==> src/rtl/ifetch_prefetch_buffer.sv <==
// Sequential instruction prefetcher with an in-order response FIFO and redirect flush.
// Optional same-cycle response bypass to the fetch stage: define IFB_BYPASS_EN.
module ifetch_prefetch_buffer #(
    parameter int unsigned DEPTH           = 4,
    parameter int unsigned MAX_OUTSTANDING = 2,
    parameter logic [31:0] RESET_PC        = 32'd0
) (
    input  logic        clk,
    input  logic        rst,
    input  logic        redirect,
    input  logic [31:0] redirect_pc,
    output logic        mem_req,
    output logic [31:0] mem_addr,
    input  logic        mem_gnt,
    input  logic        mem_rvalid,
    input  logic [31:0] mem_rdata,
    output logic        out_valid,
    input  logic        out_ready,
    output logic [31:0] out_pc,
    output logic [31:0] out_inst,
    output logic        out_misaligned
);
    localparam int unsigned PTR_W = $clog2(DEPTH);
    localparam logic [31:0] NOP   = 32'd19;

    typedef enum logic [1:0] {FETCH, MIS_HOLD, MIS_DEAD} state_t;

    state_t             state;
    logic [31:0]        fetch_pc;
    logic [31:0]        tail_pc;
    logic [2:0]         outstanding;
    logic [2:0]         drop_cnt;
    logic [PTR_W:0]     count;
    logic [PTR_W-1:0]   rd_ptr;
    logic [PTR_W-1:0]   wr_ptr;
    logic [31:0]        fifo_pc   [DEPTH];
    logic [31:0]        fifo_inst [DEPTH];

    logic               gnt;
    logic               accept;
    logic               bypass;
    logic               push;
    logic               pop;
    logic [31:0]        occupancy;

    // Reserving FIFO space for every in-flight request means a response can always be stored.
    assign occupancy = 32'(count) + 32'(outstanding);
    assign mem_req   = (state == FETCH) && !redirect
                       && (32'(outstanding) < MAX_OUTSTANDING) && (occupancy < DEPTH);
    assign mem_addr  = fetch_pc;
    assign gnt       = mem_req && mem_gnt;

    assign accept = mem_rvalid && (drop_cnt == '0) && (state == FETCH) && !redirect;

`ifdef IFB_BYPASS_EN
    assign bypass = accept && (count == '0) && out_ready;
`else
    assign bypass = 1'b0;
`endif

    assign push = accept && !bypass;
    assign pop  = (state == FETCH) && (count != '0) && out_ready && !redirect;

    always_comb begin
        out_valid      = 1'b0;
        out_pc         = tail_pc;
        out_inst       = NOP;
        out_misaligned = 1'b0;
        if (rst) begin
            case (state)
                FETCH: begin
                    if (count != '0) begin
                        out_valid = 1'b1;
                        out_pc    = fifo_pc[rd_ptr];
                        out_inst  = fifo_inst[rd_ptr];
                    end else if (bypass) begin
                        out_valid = 1'b1;
                        out_inst  = mem_rdata;
                    end
                end
                MIS_HOLD: begin
                    out_valid      = 1'b1;
                    out_misaligned = 1'b1;
                end
                default: begin
                end
            endcase
        end
    end

    always_ff @(posedge clk) begin
        if (push) begin
            fifo_pc[wr_ptr]   <= tail_pc;
            fifo_inst[wr_ptr] <= mem_rdata;
        end
    end

    always_ff @(posedge clk) begin
        if (!rst) begin
            state       <= FETCH;
            fetch_pc    <= RESET_PC;
            tail_pc     <= RESET_PC;
            outstanding <= '0;
            drop_cnt    <= '0;
            count       <= '0;
            rd_ptr      <= '0;
            wr_ptr      <= '0;
        end else begin
            outstanding <= outstanding + 3'(gnt) - 3'(mem_rvalid);
            if (redirect) begin
                state    <= (redirect_pc[1:0] != 2'b00) ? MIS_HOLD : FETCH;
                fetch_pc <= redirect_pc;
                tail_pc  <= redirect_pc;
                // Responses already marked for dropping are a subset of outstanding, so every
                // request still pending after this edge becomes one to discard.
                drop_cnt <= outstanding - 3'(mem_rvalid);
                count    <= '0;
                rd_ptr   <= '0;
                wr_ptr   <= '0;
            end else begin
                if (gnt) begin
                    fetch_pc <= fetch_pc + 32'd4;
                end
                if (mem_rvalid && (drop_cnt != '0)) begin
                    drop_cnt <= drop_cnt - 3'd1;
                end
                if (accept) begin
                    tail_pc <= tail_pc + 32'd4;
                end
                if (push) begin
                    wr_ptr <= wr_ptr + 1'b1;
                end
                if (pop) begin
                    rd_ptr <= rd_ptr + 1'b1;
                end
                count <= count + (PTR_W+1)'(push) - (PTR_W+1)'(pop);
                if ((state == MIS_HOLD) && out_ready) begin
                    state <= MIS_DEAD;
                end
            end
        end
    end

endmodule

==> config.mk <==
export PLATFORM = sky130hd
export DESIGN_NAME = ifetch_prefetch_buffer
export DESIGN_NICKNAME = d
export VERILOG_FILES = /design/src/rtl/ifetch_prefetch_buffer.sv
export SDC_FILE = /design/constraint.sdc
export NUM_CORES = 1
export LEC_CHECK = 0
export ABC_AREA = 0
export CAP_MARGIN = 20
export CORE_UTILIZATION = 57
export DETAILED_ROUTE_END_ITERATION = 8
export DONT_BUFFER_PORTS = 1
export PLACE_DENSITY_LB_ADDON = 0.08
export SLEW_MARGIN = 10
export SYNTH_ARGS = -nofsm -noshare
export SYNTH_HDL_FRONTEND = slang
export SYNTH_SLANG_ARGS = --single-unit
==> constraint.sdc <==
create_clock -name clk -period 3.33 [get_ports clk]
set_input_delay 0.666 -clock clk [delete_from_list [all_inputs] [get_ports clk]]
set_output_delay 0.666 -clock clk [all_outputs]
set_load 0.02 [all_outputs]
==> flow_summary.json, run 1 <==
{
  "clockBufferDepth": 3,
  "antenna_found_initial": 1,
  "yosysTopAreaCell": "edfxtp_1",
  "die_area_um2": 25340,
  "worstPathRequired_ns": 2.66,
  "routabilityCongestion": 0.9069,
  "die_h_um": 159.2,
  "path_delay_family": "simple AND/OR/NAND/NOR gates",
  "htree_levels": 2,
  "place_area_um2": 14770,
  "gr-total-overflow": 0,
  "leakage_nw": 5.240,
  "tightest_slew_ns": 0.9611,
  "critPathSlowestCell": "or3_2",
  "synth_cell_types": 51,
  "worstSkewPairLatency_ns": 0.50,
  "finClkSkew_ns": 0.009431,
  "final_layout_size_suffix_gt1_share_pct": 21.96,
  "via_per_inst": 6.168,
  "rows": 57,
  "synthTopCellsByArea": "edfxtp_1, dfxtp_1, mux4_2",
  "crit_chain": "or2_2, or3_2, buf_4, or2_2",
  "core-area_um2": 24250,
  "grtUsageMet2_pct": 37.50,
  "grt_pass1_wl_um": 47250,
  "ys.flop_type": "edfxtp_1",
  "cts_buffers": 36,
  "post-route-period-util_pct": 94.87,
  "grt.total_usage_pct": 24.17,
  "clock_sink_count": 337,
  "wl_per_cell_um": 22.75,
  "syn_nets": 1011,
  "met3_usage_pct": 7.215,
  "ys_async_sr_fraction_pct": 0,
  "cts_setup_buffers": 0,
  "top_usage_layer": "met2",
  "syn2layout_area_growth_pct": 13.12,
  "ios": 169,
  "end_kind": "primary output",
  "path_buf_inv": 1,
  "path_clk_slew_ns": 0.06,
  "syn_area_per_cell_um2": 15.28,
  "final_net_count": 1051,
  "syn_inst": 922,
  "initial_core_util_pct": 58.09,
  "critPathMaxStageDelay_ns": 0.49,
  "cts_tree": "done",
  "critPathMaxFanout": 40,
  "hold_buffers": 0,
  "root_buffer": "clkbuf_16",
  "maxSlewHeadroom_pct": 35.34,
  "rsz0062_at_grt": "false",
  "status": "finished clean",
  "hold_path_class": "input pin to register",
  "p_total_w": 0.009339,
  "dr.pass1.iters": 5,
  "cts_resized": 0,
  "die_x_um": 159.2,
  "ys_seq_area_share_pct": 66.09,
  "powerDensity_nw_per_um2": 586.1,
  "first_global_vias": 8227,
  "yosysWarningCount": 0,
  "grtUsageMet1_pct": 34.02,
  "design_area_um2": 15930,
  "setup_tns_ns": 0,
  "numPortBuffers": 0,
  "fmax_mhz": 316.5,
  "via_count": 8092,
  "place_hpwl_um": 19150,
  "fin_crit_ns": 3.159,
  "drt_iter0_markers": 641,
  "netlist_area_um2": 14080,
  "critPathArrivalTime_ns": 2.49,
  "max-cap-violations": 0,
  "grt_max_degree": 65,
  "routed_wl_um": 29850,
  "hold_viol_final": 0,
  "ys_ff_latch": 337,
  "ant_nets": 0,
  "route.detailed.drc": 0,
  "slew_viol_final": 0,
  "ir_worst_vdd_mv": 0.3725,
  "n_antenna_cell": 0,
  "worstSetupStartpointType": "register",
  "path_common_cell": "or2_2",
  "synth-edff-count": 256,
  "setup_viol": 0,
  "crit_type": "register to primary output",
  "synth_top_cell_area_share_pct": 54.58
}
## sequential cells by signal, indices dropped and copies added, names as in the netlist, named ones only
name         cells
fifo_inst      128
fifo_pc        128
mem_addr        32
tail_pc         32
count            3
drop_cnt         3
outstanding      3
rd_ptr           2
state            2
wr_ptr           2
## synth_stat cells (10+ instances only)
library cell	number
mux4_2	64
xor2_1	29
ha_1	17
nand3_1	27
o21ai_0	41
and2_1	14
a21oi_1	53
dfxtp_1	81
or3_1	10
xnor2_1	17
mux2_2	33
nand4_1	22
nor2_1	32
and3_1	11
nand2_1	42
clkbuf_1	33
a31oi_1	14
edfxtp_1	256
nor2b_1	29
inv_1	16
## layout make-up
cell class / count / area [um2]
multi-input cells: 520 / 4531
clock buffers: 48 / 1007
well taps: 324 / 405.4
flip-flops and latches: 337 / 9314
inverters: 19 / 71.32
clock inverters: 16 / 156.4
fillers: 1747 / 8315
repair buffers: 48 / 447.9
## cells by family (layout without fill, tap and decap cells)
logic type                 count (synthesis)  in the layout  share of synthesized area [%]
AOI/OAI and AO/OA                        130            130                          5.241
xor gates and xnor gates                  46             46                          2.860
adders and majority gates                 19             19                          1.794
buffers and inverters                     65            131                          1.821
DFF                                      337            337                          66.09
muxes                                    100            100                          13.09
and+or+nand+nor                          225            225                          9.106
## per-layer routing
metal / up-vias / wire, um
met3: 46 / 2702
li1: 3640 / -
met2: 325 / 13680
met5: - / 10
met1: 4079 / 12980
met4: 2 / 471
## placed cells by master, fill, tap and decap left out, types with 9 or more instances in the layout
master | Yosys | final
a21oi_1 | 53 | 53
a31oi_1 | 14 | 14
and2_1 | 14 | 10
and3_1 | 11 | 11
buf_4 | 0 | 41
clkbuf_16 | 0 | 37
dfxtp_1 | 81 | 79
edfxtp_1 | 256 | 256
ha_1 | 17 | 17
inv_1 | 16 | 16
mux2_2 | 33 | 33
mux4_2 | 64 | 64
nand2_1 | 42 | 42
nand3_1 | 27 | 27
nand4_1 | 22 | 22
nor2_1 | 32 | 32
nor2b_1 | 29 | 29
o21ai_0 | 41 | 41
or3_1 | 10 | 9
xnor2_1 | 17 | 17
xor2_1 | 29 | 29
## worst reg2reg max path: cells and delay by family (launching register included)
kind,cells,cell delay (ns)
adders and majority gates,4,0.96
xor gates and xnor gates,2,0.32
buffers and inverters,5,0.49
and+or+nand+nor,4,0.84
DFF,1,0.29
## power by group
group	internal [W]	switching, W
clock	0.00236	0.00156
combinational	0.000254	0.000332
sequential	0.00466	0.000177
## metrics by stage
step	hold WS (ns)	worst slack (ns)	util [%]	instances
finish	0.2545	0.1708	65.71	1312
global route	0.2313	0.07616	65.71	1312
CTS	0.2338	0.1455	65.71	1312
detailed placement	0.5168	0.3427	60.91	1248
global placement	0.4905	0.4965	60.91	1248
floorplan	0.4692	0.4769	-	922
## final timing paths
check	startpoint	endpoint	slack, ns	cells after the start
worst max register to register	drop_cnt[0]	count[2]	0.32	15
worst max-delay path	state[1]	out_inst[4]	0.17	4
worst min-delay path	mem_rdata[4]	fifo_inst[1][4]	0.25	0
worst min register to register	wr_ptr[1]	wr_ptr[1]	0.53	2
Power figures use the tool's default switching activity.
==> inputs of run 2 (changes only) <==
CTS_BUF_LIST = sky130_fd_sc_hd__clkbuf_8 sky130_fd_sc_hd__clkbuf_16   (was unset)
GPL_ROUTABILITY_DRIVEN = 1   (was unset)
==> run 2 against run 1 <==
  * Sequential power about the same
  * Clock power about the same
  * Register-to-register slack about the same
  * Setup slack about the same
  * Core utilization unchanged
  * Largest cell class unchanged
  * Largest power group unchanged
==> flow_summary.json, run 2 (synthesis results as in run 1) <==
{
  "initial_core_util_pct": 58.09,
  "max-cap-violations": 0,
  "post-route-period-util_pct": 94.86,
  "crit_type": "register to primary output",
  "dp_slack_ns": 0.3427,
  "setup_viol": 0,
  "routed_wl_um": 29870,
  "core-area_um2": 24250,
  "final_net_count": 1051,
  "die_x_um": 159.2,
  "drt_iter0_markers": 653,
  "cts_buffers": 36,
  "worstSkewPairLatency_ns": 0.51,
  "status": "finished clean",
  "wl_per_cell_um": 22.77,
  "fmax_mhz": 316.6,
  "die_area_um2": 25340,
  "ant_nets": 0,
  "critPathSlowestCell": "or3_2",
  "ir_worst_vdd_mv": 0.3723,
  "hold_viol_final": 0,
  "via_per_inst": 6.154,
  "via_count": 8074,
  "reg.largest.list": "fifo_inst: 128 flops, fifo_pc: 128 flops",
  "mostFrequentLayoutCell": "edfxtp_1",
  "worstSetupStartpointType": "register",
  "grt_max_degree": 65,
  "numPortBuffers": 0,
  "grt_pass1_wl_um": 47250,
  "path_clk_slew_ns": 0.06,
  "crit_chain": "or2_2, or3_2, buf_4, or2_2",
  "hold_buffers": 0,
  "cts_setup_buffers": 0,
  "root_buffer": "clkbuf_16",
  "syn2layout_area_growth_pct": 13.12,
  "critPathArrivalTime_ns": 2.49,
  "critPathMaxFanout": 40,
  "first_global_vias": 8229,
  "end_kind": "primary output",
  "clockBufferDepth": 3,
  "final_layout_size_suffix_gt1_share_pct": 21.96,
  "leakage_nw": 5.269,
  "rows": 57,
  "path_common_cell": "or2_2",
  "fin_crit_ns": 3.159,
  "critPathMaxStageDelay_ns": 0.49,
  "ios": 169,
  "rsz0062_at_grt": "false",
  "antenna_found_initial": 1,
  "maxSlewHeadroom_pct": 35.12,
  "route.detailed.drc": 0,
  "cts_resized": 0,
  "tightest_slew_ns": 0.9718,
  "hold_path_class": "input pin to register",
  "fillers": 1747,
  "clock_sink_count": 337,
  "htree_levels": 2,
  "setup_tns_ns": 0,
  "fin_ws_ns": 0.1712,
  "dr.pass1.iters": 7,
  "slew_viol_final": 0,
  "die_h_um": 159.2,
  "finClkSkew_ns": 0.009353,
  "layout_common_cells": "edfxtp_1, dfxtp_1, mux4_2",
  "grt.total_usage_pct": 24.17,
  "place_hpwl_um": 19150,
  "routabilityCongestion": 0.9069,
  "powerDensity_nw_per_um2": 584.8,
  "gr-total-overflow": 0,
  "worstPathRequired_ns": 2.66,
  "cts_tree": "done",
  "n_antenna_cell": 0
}
==> run 2: cell count changes in the layout (fill, tap and decap cells not counted) <==
cell	previous run	this run
clkbuf_1	7	0
inv_1	16	23
==> run 2: path summary, 6_finish.rpt <==
kind | start | endpoint | slack [ns] | cells past startpoint
min reg2reg | wr_ptr[1] | wr_ptr[1] | 0.53 | 2
max reg2reg | drop_cnt[0] | count[2] | 0.32 | 15
max | state[1] | out_inst[4] | 0.17 | 4
min | mem_rdata[4] | fifo_inst[1][4] | 0.25 | 0
==> run 2: critical path: cells and delay by family, from the launching register on <==
kind,cells,cell delay [ns]
buffers and inverters,1,0.28
AND/OR/NAND/NOR,3,1.26
flip-flops,1,0.40
==> run 2: final cells by class <==
| class | instances | area (um2) | area share, % |
|---|---|---|---|
| sequential | 337 | 9314 | 58.46 |
| tap | 324 | 405.4 | 2.544 |
| inverter | 19 | 71.32 | 0.4476 |
| clock inverter | 23 | 182.7 | 1.147 |
| multi-input combinational | 520 | 4531 | 28.44 |
| timing repair buffer | 48 | 447.9 | 2.811 |
| clock buffer | 41 | 980.9 | 6.157 |
==> run 2: power by group <==
part	switching, W	internal (W)
Clock	0.00156	0.00233
Combinational	0.000332	0.000255
Sequential	0.000177	0.00466
==> run 2: routing by layer <==
metal  vias up  global-route usage, %  share of wire, %
met2       310                  37.50                46
met4         2                  5.507               1.5
met3        40                  7.215               9.0
met1      4081                  34.02                43
met5         -                      0             0.033
li1       3641                      -                 -
==> run 2: stage by stage <==
step | area, um2 | hold WS, ns | utilization (%) | power (W) | std cells
final | 15930 | 0.2512 | 65.71 | 0.009318 | 1312
after global routing | 15930 | 0.2313 | 65.71 | 0.009631 | 1312
after global placement | 14770 | 0.4905 | 60.91 | 0.005483 | 1248
after CTS | 15930 | 0.2338 | 65.71 | 0.009395 | 1312
after floorplan | 14090 | 0.4692 | - | 0.005333 | 922
after detailed placement | 14770 | 0.5168 | 60.91 | 0.005513 | 1248
==> inputs of run 3 (changes only) <==
PLACE_DENSITY = 0.82   (was unset)
PLACE_DENSITY_LB_ADDON = unset   (was 0.08)
==> run 3 against run 2 <==
  * Sequential power barely moved
  * Critical path depth did not move
  * Cell area rose by 1.1%
  * Hold slack got worse by 0.0056 ns
  * Sequential share of layout area fell by 0.61 points
  * Count of clock-buffer cells in the layout fell by 1
  * Global-route usage fell by 0.49 points
  * Clock power rose by 8.7%
  * Register-to-register slack improved by 0.11 ns
  * Setup slack got worse by 0.093 ns
  * Fmax fell by 2.9%
==> flow_summary.json, run 3 (synthesis results as in run 1) <==
{
  "slew_viol_final": 0,
  "max-cap-violations": 0,
  "cts_tree": "done",
  "routed_wl_um": 29640,
  "fin_hold_ws_ns": 0.2456,
  "routabilityCongestion": 0.8734,
  "critPathMaxFanout": 65,
  "worstPathRequired_ns": 2.66,
  "rows": 57,
  "via_per_inst": 6.177,
  "post-route-period-util_pct": 97.64,
  "path_delay_family": "simple AND/OR/NAND/NOR gates",
  "critPathSlowestCell": "or2_2",
  "critPathArrivalTime_ns": 2.59,
  "path_clk_slew_ns": 0.06,
  "worstSkewPairLatency_ns": 0.51,
  "layout_common_cells": "edfxtp_1, dfxtp_1, mux4_2",
  "clockBufferDepth": 3,
  "n_antenna_cell": 0,
  "grt_pass1_wl_um": 46270,
  "clock_sink_count": 337,
  "maxSlewHeadroom_pct": 46.00,
  "ant_nets": 0,
  "grt.total_usage_pct": 23.68,
  "antenna_found_initial": 0,
  "setup_tns_ns": 0,
  "final_layout_size_suffix_gt1_share_pct": 22.51,
  "met3_usage_pct": 6.512,
  "hold_viol_final": 0,
  "leakage_nw": 5.367,
  "ir_worst_vdd_mv": 0.4148,
  "crit_chain": "or2_2, or3_2, buf_4, or2_2",
  "powerDensity_nw_per_um2": 599.4,
  "rrSetupSlack_ns": 0.43,
  "gr-total-overflow": 0,
  "dr.pass1.iters": 5,
  "final_cells": 1319,
  "die_x_um": 159.2,
  "critPathMaxStageDelay_ns": 0.47,
  "initial_core_util_pct": 58.09,
  "rsz0062_at_grt": "false",
  "reg.largest.list": "fifo_inst: 128 flops, fifo_pc: 128 flops",
  "core-area_um2": 24250,
  "end_kind": "primary output",
  "ios": 169,
  "mostFrequentLayoutCell": "edfxtp_1",
  "hold_path_class": "input pin to register",
  "grt_max_degree": 66,
  "root_buffer": "clkbuf_16",
  "worstSetupStartpointType": "register",
  "via_count": 8147,
  "syn2layout_area_growth_pct": 14.32,
  "path_common_cell": "or2_2",
  "tightest_slew_ns": 0.8070,
  "numPortBuffers": 0,
  "wl_per_cell_um": 22.47,
  "top_usage_layer": "met2",
  "crit_type": "register to primary output",
  "die_area_um2": 25340,
  "path_buf_inv": 1,
  "htree_levels": 2,
  "setup_viol": 0,
  "cts_buffers": 36,
  "fillers": 1686,
  "drt_iter0_markers": 679,
  "fmax_mhz": 307.5,
  "grtUsageMet2_pct": 37.64,
  "grtUsageMet1_pct": 33.00,
  "route.detailed.drc": 0,
  "post-place-cells": 1253,
  "status": "finished clean",
  "hold_buffers": 0,
  "place_hpwl_um": 18760,
  "fin_crit_ns": 3.252,
  "die_h_um": 159.2,
  "final_net_count": 1056,
  "finClkSkew_ns": 0.01741,
  "first_global_vias": 8122
}
-- run 3: cell types whose count changed in the layout (fill, tap and decap cells not counted), sizes merged --
cell / delta
buf: +5
bufinv: +4
clkbuf: -1
clkinv: -4
clkinvlp: -2
inv: +5
-- run 3: stage by stage --
step	area [um2]	setup WS, ns	utilization, %	power, W
after global placement	14810	0.3682	61.09	0.005479
after floorplan	14090	0.4769	-	0.005333
final	16100	0.07848	66.40	0.009651
after CTS	16100	0.07486	66.38	0.009710
after detailed placement	14810	0.2399	61.09	0.005499
after global routing	16100	0.001497	66.40	0.009956
-- run 3: worst register-to-register path, cell delays in order, from the launching register on --
cell and delay, ns:
dfxtp_1 0.30, inv_1 0.12, ha_1 0.20, nor4b_2 0.33
nand2_1 0.24, nor2_1 0.28, inv_1 0.07, ha_1 0.27
inv_1 0.05, ha_1 0.13, inv_1 0.05, fa_1 0.37
xor2_1 0.18, xnor2_1 0.14, nor2_1 0.05
-- run 3: layer usage --
layer / vias up / part of all wire, %
li1: 3663 / -
met1: 4069 / 42
met2: 372 / 47
met3: 43 / 9.4
met4: 0 / 1.4
met5: - / 0
-- run 3: final timing paths --
check,from,endpoint,depth (start not counted)
max reg2reg,drop_cnt[0],count[2],14
min,mem_rdata[31],fifo_inst[0][31],0
max,state[1],out_inst[4],4
min reg2reg,wr_ptr[1],wr_ptr[1],2
-- run 3: timing repair --
item / CTS / global route
hold endpoints to repair: 0 / 0
buffers inserted: 0 / 0
endpoints found under the setup margin: 0 / 1
gates resized for setup: 0 / 1
-- run 3: final cells by class --
class	count	area [um2]	area share, %
Tap cell	324	405.4	2.518
Inverter	19	71.32	0.4429
Multi-Input combinational cell	520	4532	28.15
Sequential cell	337	9314	57.84
Clock inverter	26	302.8	1.880
Clock buffer	40	978.4	6.077
Timing Repair Buffer	53	498.0	3.093
-- run 3: power by group --
part | switching (W) | internal (W) | total [W]
Combinational | 0.000325 | 0.000252 | 0.000576
Clock | 0.00157 | 0.00266 | 0.00423
Sequential | 0.000179 | 0.00466 | 0.00484
==> variant 1 (flow settings as in run 1) <==
The option `IFB_BYPASS_EN` is turned on by a define.
--- a/src/rtl/ifetch_prefetch_buffer.sv
+++ b/src/rtl/ifetch_prefetch_buffer.sv
@@ -1,5 +1,7 @@
 // Sequential instruction prefetcher with an in-order response FIFO and redirect flush.
 // Optional same-cycle response bypass to the fetch stage: define IFB_BYPASS_EN.
+`define IFB_BYPASS_EN
+
 module ifetch_prefetch_buffer #(
     parameter int unsigned DEPTH           = 4,
     parameter int unsigned MAX_OUTSTANDING = 2,
Check against the original RTL: not equivalent (Yosys sat finds a counterexample within 4 cycles, from zero or initial values and one cycle with rst low).
==> variant 1 against run 1 <==
Clock skew is 0.011 ns higher. Sequential share of layout area is 0.22 points lower. Combinational power is 11% lower. Register-to-register slack better by 0.54 ns. Total power is 1.2% lower. Largest cell class unchanged. Worst setup slack better by 0.10 ns. Area after synthesis is 0.82% higher. Wire length is 2.1% higher. Critical endpoint is now out_inst[14]. Sequential cell count stayed put. Critical path depth is 3 higher. Final area is 0.38% higher. Utilization is 0.14 points lower. Sequential power is 1% lower. Global-route usage is 0.20 points higher.
==> variant 1: results (changes against run 1) <==
Status
  • Run status: complete, no violations (unchanged)

Worst setup path
  • Max incr delay on CP: 0.35 ns (was 0.49 ns)
  • CP arrival: 2.39 ns (was 2.49 ns)
  • Cell count of the worst reg-to-reg path: 8 (was 15)
  • Crit path max fanout: 32 (was 40)
  • CP max stage cell: and3b_2 (was or3_2)
  • R2R setup slack: 0.86 ns (was 0.32 ns)
  • R2R Path End: fifo_pc[3][22]$_DFFE_PP_ (was count[2]$_SDFF_PP0_)

CTS
  • Max clock buf depth: 3 (unchanged)
  • Num CTS Buffers: 35 (was 36)
  • Post-CTS sizing: 0 (unchanged)
  • Root Buffer: clkbuf_16 (unchanged)
  • Setup repair bufs after CTS: 0 (unchanged)
  • H-Tree Depth: 2 (unchanged)

Logic synthesis
  • Post-synth cell types: 52 (was 51)
  • Synth Area in Compound Gates: 7.13% (was 5.24%)
  • Sequential-to-total area share from yosys stat: 65.6% (was 66.1%)
  • Synth top cells by count: edfxtp_1 (256), nand2_1 (135), dfxtp_1 (81), mux4_2 (64), a21oi_1 (56) (was edfxtp_1 (256), dfxtp_1 (81), mux4_2 (64), a21oi_1 (53), nand2_1 (42))
  • Adder-cell share of the synthesized area: 1.69% (was 1.79%)
  • Syn Nets: 1099 (was 1011)
  • Avg Synthesized Cell Area: 14.0 sq um (was 15.3 sq um)
  • Synth Area in XOR/XNOR: 2.90% (was 2.86%)
  • Multiplexer share of the synthesized area: 10.6% (was 13.1%)
  • Area contributors post-synth: edfxtp_1 (54%), dfxtp_1 (11%), mux4_2 (10%) (was edfxtp_1 (55%), dfxtp_1 (12%), mux4_2 (10%))
  • Yosys warns: 0 (unchanged)
  • Post-synth EDFFs: 256 (unchanged)

Power and ir drop
  • Worst VDD drop: 0.378 mV (was 0.373 mV)
  • Leakage: 0.00526 uW (was 0.00524 uW)

Placed design
  • Inst Count DP: 1321 (was 1248)
  • Dpl cell area: 14800 sq um (about the same)
  • DP Worst Slack: 0.491 ns (was 0.343 ns)
  • RePlAce Congestion: 0.773 (was 0.907)
  • DP Wirelength: 19200 um (about the same)

Route
  • DRT Wirelength: 30500 um (was 29800 um)
  • DR iter-0 viols: 660 (was 641)
  • Via count: 8544 (was 8092)
  • Per-cell routed wire length: 22.0 um (was 22.8 um)

Global routing
  • Vias in the first global route: 8581 (was 8227)
  • GRT Util Overall: 24.4% (was 24.2%)
  • Largest net degree at the start of global routing: 83 (was 65)
  • First-pass GRT wire length: 48300 um (was 47300 um)

Min path
  • Min-delay worst type: primary input to flip-flop (unchanged)
  • HP Start: redirect (was mem_rdata[4])
  • Worst Hold Depth: 1 (was 0)
  • Worst Hold Path EP: drop_cnt[0]$_SDFFE_PN0P_ (was fifo_inst[1][4]$_DFFE_PP_)

Timing
  • Worst-case clock skew: 0.0209 ns (was 0.00943 ns)
  • WHS: 0.254 ns (was 0.255 ns)
  • Rel. slew slack: 47.2% (was 35.3%)

Cells and area
  • Fillers: 1797 (was 1747)
  • Fraction of layout cells with a size suffix above 1: 16.5% (was 22.0%)
-- variant 1: cell count changes after synthesis, moves of 9 or more --
cell      delta
nand2_1     +93
mux2_2      -31
a22o_1      +29
nor2b_1     -28
xnor2_1     +21
xor2_1      -20
nor3_1      +16
clkbuf_1    +12
inv_1        +9
nand3_1      -9
-- variant 1: area by class of cell --
| class | count | area [sq um] | share of cell area [%] |
|---|---|---|---|
| flip-flops and latches | 337 | 9310 | 58.2 |
| multi-input cells | 592 | 4590 | 28.7 |
| clock buffers | 41 | 941 | 5.88 |
| repair buffers | 42 | 428 | 2.68 |
| well taps | 324 | 405 | 2.53 |
| clock inverters | 21 | 216 | 1.35 |
| inverters | 26 | 97.6 | 0.610 |
| diodes | 1 | 2.50 | 0.0156 |
-- variant 1: layer usage --
metal  GRT usage, %  part of all wire (%)  vias to the layer above
li1               -                     -                     3903
met1           34.5                    43                     4254
met2           38.3                    47                      342
met3           5.79                   8.2                       45
met4           6.41                   2.1                        0
met5              0                     0                        -
-- variant 1: worst max path at each step --
stage | from | end | slack [ns]
4_1_cts | drop_cnt[0]$_SDFFE_PN0P_ | out_inst[14] | 0.07
3_5_place_dp | mem_rvalid | out_inst[14] | 0.49
3_3_place_gp | mem_rvalid | out_inst[21] | 0.56
6_report | drop_cnt[0]$_SDFFE_PN0P_ | out_inst[14] | 0.27
5_1_grt | drop_cnt[0]$_SDFFE_PN0P_ | out_inst[8] | 0.11
2_1_floorplan | rst | out_pc[30] | 0.47
-- variant 1: where the power goes --
group	switching [uW]	internal [uW]	leakage, uW
logic	316	204	0.00170
clock network	1530	2400	0.000560
registers	152	4630	0.00300
total	1990	7230	0.00526
==> variant 2 (flow settings as in run 1) <==
Without the edit above. Make the reset (`rst`) asynchronous in one clocked block.
--- a/src/rtl/ifetch_prefetch_buffer.sv
+++ b/src/rtl/ifetch_prefetch_buffer.sv
@@ -95,7 +95,7 @@
         end
     end
 
-    always_ff @(posedge clk) begin
+    always_ff @(posedge clk or negedge rst) begin
         if (!rst) begin
             state       <= FETCH;
             fetch_pc    <= RESET_PC;
Check against the original RTL: differs if rst is asserted again (counterexample within 4 cycles, from zero or initial values and one cycle with rst low); with rst held inactive, the same outputs for 4 cycles.
==> variant 2 against run 1 <==
Clock skew up 0.0060 ns. Sequential cell count down 2. Die area grew 2.5%. Via count decreased by 5.0%. Sequential share of layout area rose by 1.5 points. Final area grew 1.2%. Total power rose by 3.5%. Critical path type unchanged. Largest cell class unchanged. Hold slack got worse by 0.21 ns. Worst setup slack improved by 0.21 ns. Area after synthesis increased by 2.5%. Wire length decreased by 1.9%. Highest routed layer is now met4.
==> variant 2: results (changes against run 1) <==
Timing
  • Final worst slack: 0.377 ns (was 0.171 ns)
  • Tightest Pin Transition: 0.872 ns (was 0.961 ns)
  • Worst-case clock skew: 0.0154 ns (was 0.00943 ns)

Logic synthesis
  • Syn Nets: 963 (was 1011)
  • Adder-cell share of the synthesized area: 1.75% (was 1.79%)
  • Synth Area in Compound Gates: 2.90% (was 5.24%)
  • Synth Area in XOR/XNOR: 3.28% (was 2.86%)
  • Synth top cells by count: edfxtp_1 (256), dfrtp_1 (79), mux4_2 (64), mux2_2 (54), nand2_1 (51) (was edfxtp_1 (256), dfxtp_1 (81), mux4_2 (64), a21oi_1 (53), nand2_1 (42))
  • Synth async-reset ratio: 23.6% (was 0%)
  • Post-Syn Instances: 874 (was 922)
  • Multiplexer share of the synthesized area: 14.3% (was 13.1%)
  • Sequential-to-total area share from yosys stat: 66.9% (was 66.1%)
  • Area contributors post-synth: edfxtp_1 (53%), dfrtp_1 (14%), mux4_2 (10%) (was edfxtp_1 (55%), dfxtp_1 (12%), mux4_2 (10%))
  • Post-synth cell types: 57 (was 51)

CTS
  • Clk_lat worst skew: 0.51 ns
  • Post-CTS sizing: 0 (unchanged)
  • Num CTS Buffers: 35 (was 36)
  • Hold_buf cts: 1 (was 0)

Min path
  • Min-delay worst type: primary input to asynchronous set/reset pin (was primary input to flip-flop)

Placed design
  • RePlAce Congestion: 0.858 (was 0.907)
  • Dpl cell area: 14900 sq um (was 14800 sq um)
  • DP Wirelength: 19200 um (about the same)

Cells and area
  • Final #Nets: 980 (was 1051)
  • Non-filler cells, final: 1240 (was 1312)
  • Fraction of layout cells with a size suffix above 1: 23.8% (was 22.0%)
  • Final core utilization: 65.5% (was 65.7%)
  • Fillers: 1692 (was 1747)

Global routing
  • Largest net degree at the start of global routing: 80 (was 65)
  • GRT Util Overall: 23.6% (was 24.2%)
  • Vias in the first global route: 8121 (was 8227)
  • Initial antenna violation count: 0 (was 1)

Worst setup path
  • Cell count of the worst reg-to-reg path: 13 (was 15)
  • R2R setup slack: 0.43 ns (was 0.32 ns)
  • Crit path max-delay family: multiplexers (was simple AND/OR/NAND/NOR gates)
  • Critical path endpoint: out_pc[14] (was out_inst[4])
  • Crit path max fanout: 35 (was 40)
  • CP startpoint: rd_ptr[0]$_DFFE_PN0P_ (was state[1]$_SDFFE_PN0P_)
  • Max incr delay on CP: 0.56 ns (was 0.49 ns)
  • CP max stage cell: mux4_2 (was or3_2)

Route
  • Via count: 7684 (was 8092)
  • DRT Wirelength: 29300 um (was 29800 um)

Power and ir drop
  • Leakage: 0.00554 uW (was 0.00524 uW)
  • Worst VDD drop: 0.352 mV (was 0.373 mV)

Status
  • Run status: complete, no violations (unchanged)
variant 2: kinds of logic (layout without fill, tap and decap cells):
| logic type | after synthesis | in the layout |
|---|---|---|
| DFF | 335 | 335 |
| adders and majority gates | 19 | 19 |
| AOI/OAI and AO/OA | 63 | 63 |
| buffers and inverters | 66 | 108 |
| xor gates and xnor gates | 54 | 54 |
| muxes | 120 | 120 |
| and+or+nand+nor | 217 | 217 |
variant 2: cell type report:
type                    count  area share, %
clock buffers              47           5.98
multi-input cells         473           28.0
flip-flops and latches    335           60.0
repair buffers             20           1.68
well taps                 324           2.51
inverters                  26          0.621
clock inverters            15           1.27
variant 2: where the power goes:
part	total, uW	internal, uW	switching [uW]	leakage [uW]
Sequential	4960	4690	266	0.00324
Combinational	766	334	432	0.00174
Clock	3940	2420	1520	0.000564
Total	9670	7450	2220	0.00554
variant 2: per-layer routing:
layer  GRT usage [%]  up-vias  wire, um
met5               0        -         0
met4            6.22        0       650
met3            6.34       45      2120
met2            38.5      257     14100
met1            31.7     3964     12400
li1                -     3418         -
